[src/rtl/drv_ad56x3.sv]
// drv_ad56x3: AD56x3 dual-channel SPI DAC driver; each accepted ce sends a channel A frame, a SYNC-high gap, then a channel B frame.
module drv_ad56x3 #(
  parameter string SIGN_A        = "UNSIGNED",
  parameter string SIGN_B        = "SIGNED",
  parameter int    DATA_WIDTH    = 14,
  parameter int    SCLK_DIVIDER  = 2,
  parameter int    SYNC_DURATION = 5
) (
  input  logic                  clk,
  input  logic                  reset,
  input  logic                  ce,
  input  logic [DATA_WIDTH-1:0] dataA,
  input  logic [DATA_WIDTH-1:0] dataB,
  output logic                  dacSync,
  output logic                  dacSclk,
  output logic                  dacDin
);
  localparam logic [2:0] COMMAND_WORD_A = 3'b000;
  localparam logic [2:0] ADDRESS_WORD_A = 3'b000;
  localparam logic [2:0] COMMAND_WORD_B = 3'b010;
  localparam logic [2:0] ADDRESS_WORD_B = 3'b001;
  localparam int SHIFT_WIDTH = 24;
  localparam int HALF = SCLK_DIVIDER / 2;
  localparam int DW = HALF > 1 ? $clog2(HALF) : 1;
  localparam int GAP_HALVES = 2 * SYNC_DURATION;
  localparam int HW = GAP_HALVES > 50 ? $clog2(GAP_HALVES) : 6;
  localparam logic [DW-1:0] DIV_LAST = DW'(HALF - 1);
  localparam logic [HW-1:0] FRAME_LAST = HW'(2 * (SHIFT_WIDTH + 1) - 1);
  localparam logic [HW-1:0] GAP_LAST = HW'(GAP_HALVES - 1);
  localparam bit INV_A = SIGN_A == "SIGNED";
  localparam bit INV_B = SIGN_B == "SIGNED";

  typedef enum logic [1:0] {IDLE, FRAME_A, GAP, FRAME_B} state_t;

  state_t                 state_q, state_d;
  logic [DW-1:0]          div_q, div_d;
  logic [HW-1:0]          half_q, half_d, half_n;
  logic [SHIFT_WIDTH-1:0] sh_q, sh_d, shb_q, shb_d;
  logic                   sclk_q, sclk_d, sync_q, sync_d, tick;
  logic [DATA_WIDTH-1:0]  conv_a, conv_b;
  logic [SHIFT_WIDTH-1:0] frame_a, frame_b;

  assign conv_a  = dataA ^ {INV_A, {(DATA_WIDTH-1){1'b0}}};
  assign conv_b  = dataB ^ {INV_B, {(DATA_WIDTH-1){1'b0}}};
  assign frame_a = {2'b00, COMMAND_WORD_A, ADDRESS_WORD_A, 16'(conv_a) << (16 - DATA_WIDTH)};
  assign frame_b = {2'b00, COMMAND_WORD_B, ADDRESS_WORD_B, 16'(conv_b) << (16 - DATA_WIDTH)};
  assign tick    = div_q == DIV_LAST;
  assign half_n  = half_q + 1'b1;

  // Each frame is 50 SCLK half-periods: two of setup, then low/high pairs; data shifts on each rising half.
  always_comb begin
    state_d = state_q;
    div_d   = div_q;
    half_d  = half_q;
    sh_d    = sh_q;
    shb_d   = shb_q;
    sclk_d  = sclk_q;
    sync_d  = sync_q;
    if (state_q == IDLE) begin
      if (ce) begin
        state_d = FRAME_A;
        sync_d  = 1'b0;
        sclk_d  = 1'b1;
        sh_d    = frame_a;
        shb_d   = frame_b;
        div_d   = '0;
        half_d  = '0;
      end
    end else begin
      div_d = tick ? '0 : div_q + 1'b1;
      if (tick) begin
        half_d = half_n;
        if (state_q == GAP) begin
          if (half_q == GAP_LAST) begin
            state_d = FRAME_B;
            sync_d  = 1'b0;
            sh_d    = shb_q;
            half_d  = '0;
          end
        end else if (half_q == FRAME_LAST) begin
          state_d = state_q == FRAME_A ? GAP : IDLE;
          sync_d  = 1'b1;
          sclk_d  = 1'b1;
          half_d  = '0;
        end else if (half_n > HW'(1)) begin
          sclk_d = half_n[0];
          sh_d   = half_n[0] ? {sh_q[SHIFT_WIDTH-2:0], 1'b0} : sh_q;
        end
      end
    end
  end

  always_ff @(posedge clk or negedge reset) begin
    if (!reset) begin
      state_q <= IDLE;
      div_q   <= '0;
      half_q  <= '0;
      sh_q    <= '0;
      shb_q   <= '0;
      sclk_q  <= 1'b1;
      sync_q  <= 1'b1;
    end else begin
      state_q <= state_d;
      div_q   <= div_d;
      half_q  <= half_d;
      sh_q    <= sh_d;
      shb_q   <= shb_d;
      sclk_q  <= sclk_d;
      sync_q  <= sync_d;
    end
  end

  assign dacSync = sync_q;
  assign dacSclk = sclk_q;
  assign dacDin  = sh_q[SHIFT_WIDTH-1];
endmodule

[config.mk]
export PLATFORM = sky130hd
export DESIGN_NAME = drv_ad56x3
export DESIGN_NICKNAME = d
export VERILOG_FILES = /design/src/rtl/drv_ad56x3.sv
export SDC_FILE = /design/constraint.sdc
export NUM_CORES = 1
export LEC_CHECK = 0
export BUFFER_PORTS_ARGS = -buffer_cell sky130_fd_sc_hd__buf_2
export CAP_MARGIN = 5
export CORE_ASPECT_RATIO = 0.7
export CORE_MARGIN = 4
export CORE_UTILIZATION = 50
export CTS_CLUSTER_DIAMETER = 150
export DETAILED_ROUTE_END_ITERATION = 10
export GPL_TIMING_DRIVEN = 0
export PLACE_DENSITY = 0.71
export SETUP_SLACK_MARGIN = 0.2
export SYNTH_ARGS = -nofsm -noshare
export SYNTH_HDL_FRONTEND = slang
export SYNTH_SLANG_ARGS = --single-unit
export TNS_END_PERCENT = 20
[constraint.sdc]
create_clock -name clk -period 5.1 [get_ports clk]
set_clock_uncertainty 0.15 [all_clocks]
set_input_delay 0.765 -clock clk [delete_from_list [all_inputs] [get_ports clk]]
set_output_delay 0.765 -clock clk [all_outputs]
set_load 0.02 [all_outputs]
Yosys cells after proc, flatten, opt, wreduce, memory -nomap -nowiden
Index checks and enable logic that the tools add are counted.
{"block": "word_totals", "output_inout_bits": 3, "regBits": 50}
{"block": "op_classes", "bitwise": 1, "addsub": 2, "muxes": 35, "n_eq_ne": 9, "n_lt_le_gt_ge": 1, "n_reduce_logical": 10}
{"operator": "two-way mux 24 bit", "n": 8}
{"operator": "two-way mux 6 bit", "n": 6}
{"operator": "two-way mux 1 bit", "n": 14}
{"operator": "two-way mux 2 bit", "n": 7}
{"operator": "nonzero test 3 bit", "n": 4}
{"operator": "AND reduction 4 bit", "n": 2}
{"operator": "adder 6 x 1 -> 6 bit, second input constant", "n": 1}
{"operator": "equality test 6 x 4 -> 1 bit, second input constant", "n": 1}
{"operator": "equality test 6 bit, second input constant", "n": 1}
{"operator": "> comparator 6 x 1 -> 1 bit, second input constant", "n": 1}
{"operator": "AND reduction 6 bit", "n": 1}
{"operator": "inequality test 2 bit, second input constant", "n": 2}
{"operator": "AND reduction 2 bit", "n": 2}
{"operator": "inequality test 3 x 2 -> 1 bit, second input constant", "n": 1}
{"operator": "inequality test 3 bit, second input constant", "n": 1}
{"operator": "equality test 2 x 1 -> 1 bit, second input constant", "n": 1}
{"operator": "equality test 2 bit, second input constant", "n": 1}
{"operator": "zero test 2 bit", "n": 1}
{"operator": "inequality test 2 x 1 -> 1 bit, second input constant", "n": 1}
{"operator": "adder 1 bit, second input constant", "n": 1}
{"operator": "inverter 1 bit", "n": 1}

Logic depth before layout (Yosys ltp)
{"block": "depth", "ltp_word": 7, "ltp_mapped": 8, "mapped_depth_nobuf": 7}

Worst setup path before layout
OpenSTA, ideal clock, no wires.
{"block": "synth_timing", "path_type": "register to register", "startpoint": "reg half_q[1]", "endpoint": "reg sh_q[10]", "n_path_buf": 1, "path_stages_with_launch": 9, "arrival_ps": 1810, "setup_ps": 125, "t_required_ps": 4825, "slack_ps": 3015, "path_cell_list": "dfrtp_1 inv_1 ha_1 nand2b_4 o31a_1 o211a_4 o21ai_4 buf_6 mux2_4"}
{"block": "synth_between", "elab_chain_cells": 4, "elab_cells_between_ends": 8}
{"element": "from (decl)", "line": "37", "source": "logic [HW-1:0] half_q, half_d, half_n;"}
{"element": "from (signal assigned)", "line": "105", "source": "half_q <= half_d;"}
{"element": "adder 6 x 1 -> 6 bit", "line": "48", "source": "assign half_n = half_q + 1'b1;"}
{"element": "> comparator 6 x 1 -> 1 bit", "line": "85", "source": "end else if (half_n > HW'(1)) begin"}
{"element": "nonzero test 3 bit (no line)"}
{"element": "AND reduction 6 bit (no line) *"}
{"element": "to (signal assigned)", "line": "98", "source": "sh_q <= '0;"}
{"element": "to (signal assigned)", "line": "106", "source": "sh_q <= sh_d;"}
{"element": "to (decl)", "line": "38", "source": "logic [SHIFT_WIDTH-1:0] sh_q, sh_d, shb_q, shb_d;"}
Mark *: on every way between the ends. The rest lies on a longest branch, timed or not.
A chain may end at the register's enable or synchronous reset.

Worst setup path after layout
{"block": "layout_timing", "startpoint": "reg state_q[0]", "endpoint": "reg shb_q[13]"}
{"block": "layout_between", "elab_chain_cells": 2}
{"element": "from (decl)", "line": "35", "source": "state_t state_q, state_d;"}
{"element": "from (signal assigned)", "line": "103", "source": "state_q <= state_d;"}
{"element": "zero test 2 bit", "line": "59", "source": "if (state_q == IDLE) begin"}
{"element": "AND reduction 2 bit (no line)"}
{"element": "to (signal assigned)", "line": "99", "source": "shb_q <= '0;"}
{"element": "to (signal assigned)", "line": "107", "source": "shb_q <= shb_d;"}
{"element": "to (decl)", "line": "38"}
No other way between the ends.

==> impl_metrics.json <==
{
  "ctsResizeCount": 0,
  "path_max_fanout": 10,
  "synth.distinct_cells": 39,
  "synth_edf_count": 0,
  "status": "finished, final reports clean",
  "ctsHoldBuffers": 0,
  "n_fill_cell": 389,
  "insertion_delay_ps": 300,
  "min_period_ps": 2310,
  "min_from": "shb_q[16]",
  "drc": 0,
  "wire_per_inst_um": 14.6,
  "vias": 1607,
  "gp_congestion": 0.773,
  "grt_max_degree": 48,
  "place.detailed.hpwl_mm": 3.31,
  "worst_pin_slew_ps": 1020,
  "fp.coreArea_um2": 4530,
  "power.density_nw_per_um2": 239,
  "fin_setup_tns_ps": 0,
  "n_antenna_cell": 0,
  "cts_buffer_depth": 2,
  "die_y_um": 66.4,
  "timing.max_cap.violations": 0,
  "synth_cells": 207,
  "critPathKind": "flip-flop to flip-flop",
  "fmax_mhz": 433,
  "mostFrequentLayoutCells": "45 x dfrtp_1, 36 x buf_2, 28 x nand2_1",
  "cts_sinks": 47,
  "vias_per_cell": 5.12,
  "async_reset_ff_share_pct": 100,
  "worstHoldEndpoint": "shb_q[16]",
  "io_pins": 34,
  "p_leak_nw": 1.37,
  "synth_flop_cell": "dfrtp_1",
  "min_path_cells": 1,
  "htreeDepth": 2,
  "timing.rr.start": "state_q[0]",
  "final_antenna_net_count": 0,
  "grt_antenna_before_repair": 0,
  "grt_pass1_wl_mm": 7.79,
  "hold_violations": 0,
  "initialDrtViolationCount": 119,
  "min_period_over_period_pct": 45.3,
  "r2r_cells": 6,
  "port_buffers": 33,
  "netlist_area_um2": 2440,
  "drv_slew": 0,
  "die-area_um2": 6080,
  "reg2reg_setup_slack_ps": 2790,
  "peakVddDrop_v": 0.000127,
  "gr-usage-all-layers_pct": 16.4,
  "cts_tree": "done",
  "cp.required_ps": 5120,
  "clk_pin_slew_ps": 90,
  "hold_path.class": "flip-flop to flip-flop",
  "grt_setup_unrepaired": "no",
  "cp-end-kind": "flip-flop",
  "initial_core_util_pct": 53.8,
  "slew-limit-headroom_pct": 31.7,
  "syn_avg_cell_area_um2": 11.8,
  "detail_route.wirelength_mm": 4.60,
  "arrival_ps": 2330,
  "ys_ff_latch": 47,
  "cp-start-kind": "flip-flop",
  "whs_ps": 323,
  "postCtsSetupBuffers": 0,
  "overflow": 0,
  "r2r-end": "shb_q[13]",
  "finalNetCount": 283,
  "drive_gt1_share_pct": 37.1,
  "cts_made_buffers": 5,
  "dr.pass1.iters": 4,
  "ys_seq_area_share_pct": 48.3,
  "grt_pass1_vias": 1579,
  "rows": 20,
  "ys_warn_count": 0,
  "areaGrowthSynthToFinish_pct": 15.0,
  "root_buffer": "clkbuf_8",
  "syn-num-nets": 243,
  "die_x_um": 91.5,
  "final_common_cell": "dfrtp_1",
  "setup_viol": 0
}
-- synthesized netlist by cell type (2+ instances only) --
cell type / count / area share, %
dfrtp_1: 45 / 46
nand2_1: 28 / 4.3
o21ai_0: 18 / 3.7
mux2_2: 17 / 7.9
mux2_4: 14 / 8.6
mux2i_1: 13 / 5.3
a22o_1: 7 / 2.5
inv_1: 6 / 0.92
nor3_1: 6 / 1.2
clkbuf_1: 5 / 0.77
ha_1: 5 / 2.6
buf_6: 4 / 1.8
nand3_1: 4 / 0.82
a21oi_1: 3 / 0.62
buf_2: 3 / 0.62
a31oi_1: 2 / 0.51
dfstp_2: 2 / 2.2
nand2b_1: 2 / 0.51
nor2_1: 2 / 0.31
or2_2: 2 / 0.51
-- worst max path at each step --
stage	endpoint	from	slack [ps]
detailed placement	shb_q[13]	state_q[0]	2790
global placement	shb_q[13]	state_q[0]	2790
global route	shb_q[13]	state_q[0]	2600
CTS	shb_q[13]	state_q[0]	2760
floorplan	sh_q[10]	half_q[1]	3010
finish	shb_q[13]	state_q[0]	2790
-- sequential cells by signal, indices dropped and copies added, names as in the netlist --
signal,flops
shb_q,15
half_q,6
state_q,2
dacSclk,1
sh_q,22
dacSync,1
-- area by class of cell --
cell class	instances	area (µm²)	area share, %
Inverter	7	26.3	0.937
Buffer	13	86.3	3.08
Multi-Input combinational cell	140	1150	40.9
Tap cell	66	82.6	2.95
Timing Repair Buffer	33	165	5.89
Sequential cell	47	1180	42.0
Clock inverter	2	35.0	1.25
Clock buffer	6	82.6	2.95
-- worst max-delay path, cell delays in order (launching register included) --
cell	delay, ps
dfrtp_1	350
inv_1	60
ha_1	230
clkbuf_1	230
nand2_1	310
clkbuf_1	450
mux2_2	400
-- stage by stage --
step	std cells	total power [mW]	util [%]	cell area (µm²)	setup WS (ps)
after floorplan	207	0.380	-	2440	3010
after global placement	306	0.399	59.3	2690	2790
after detailed placement	306	0.399	59.3	2690	2790
after CTS	314	0.679	61.9	2800	2760
after global routing	314	0.702	61.9	2800	2600
final	314	0.671	61.9	2800	2790
-- power by group --
group          total, mW  internal (mW)  switching, mW
clock              0.281          0.159          0.122
sequential         0.372          0.372              0
combinational     0.0185        0.00813         0.0103
total              0.671          0.539          0.132
-- metal layers --
layer	share of wire [%]	vias up	GRT usage, %
met1	56	757	25.4
met4	0.39	0	2.82
met3	5.0	5	4.55
met5	0	-	0
li1	-	809	-
met2	39	36	22.7
-- logic make-up after synthesis --
| family | synth area share (%) |
|---|---|
| xor+xnor | 0.359 |
| simple gates | 9.54 |
| compound gates | 12.8 |
| mux | 21.8 |
| flops | 48.3 |
| buf+inv | 4.62 |
| fa+ha+maj | 2.57 |
Note: power is estimated with default switching activity, not from simulation.
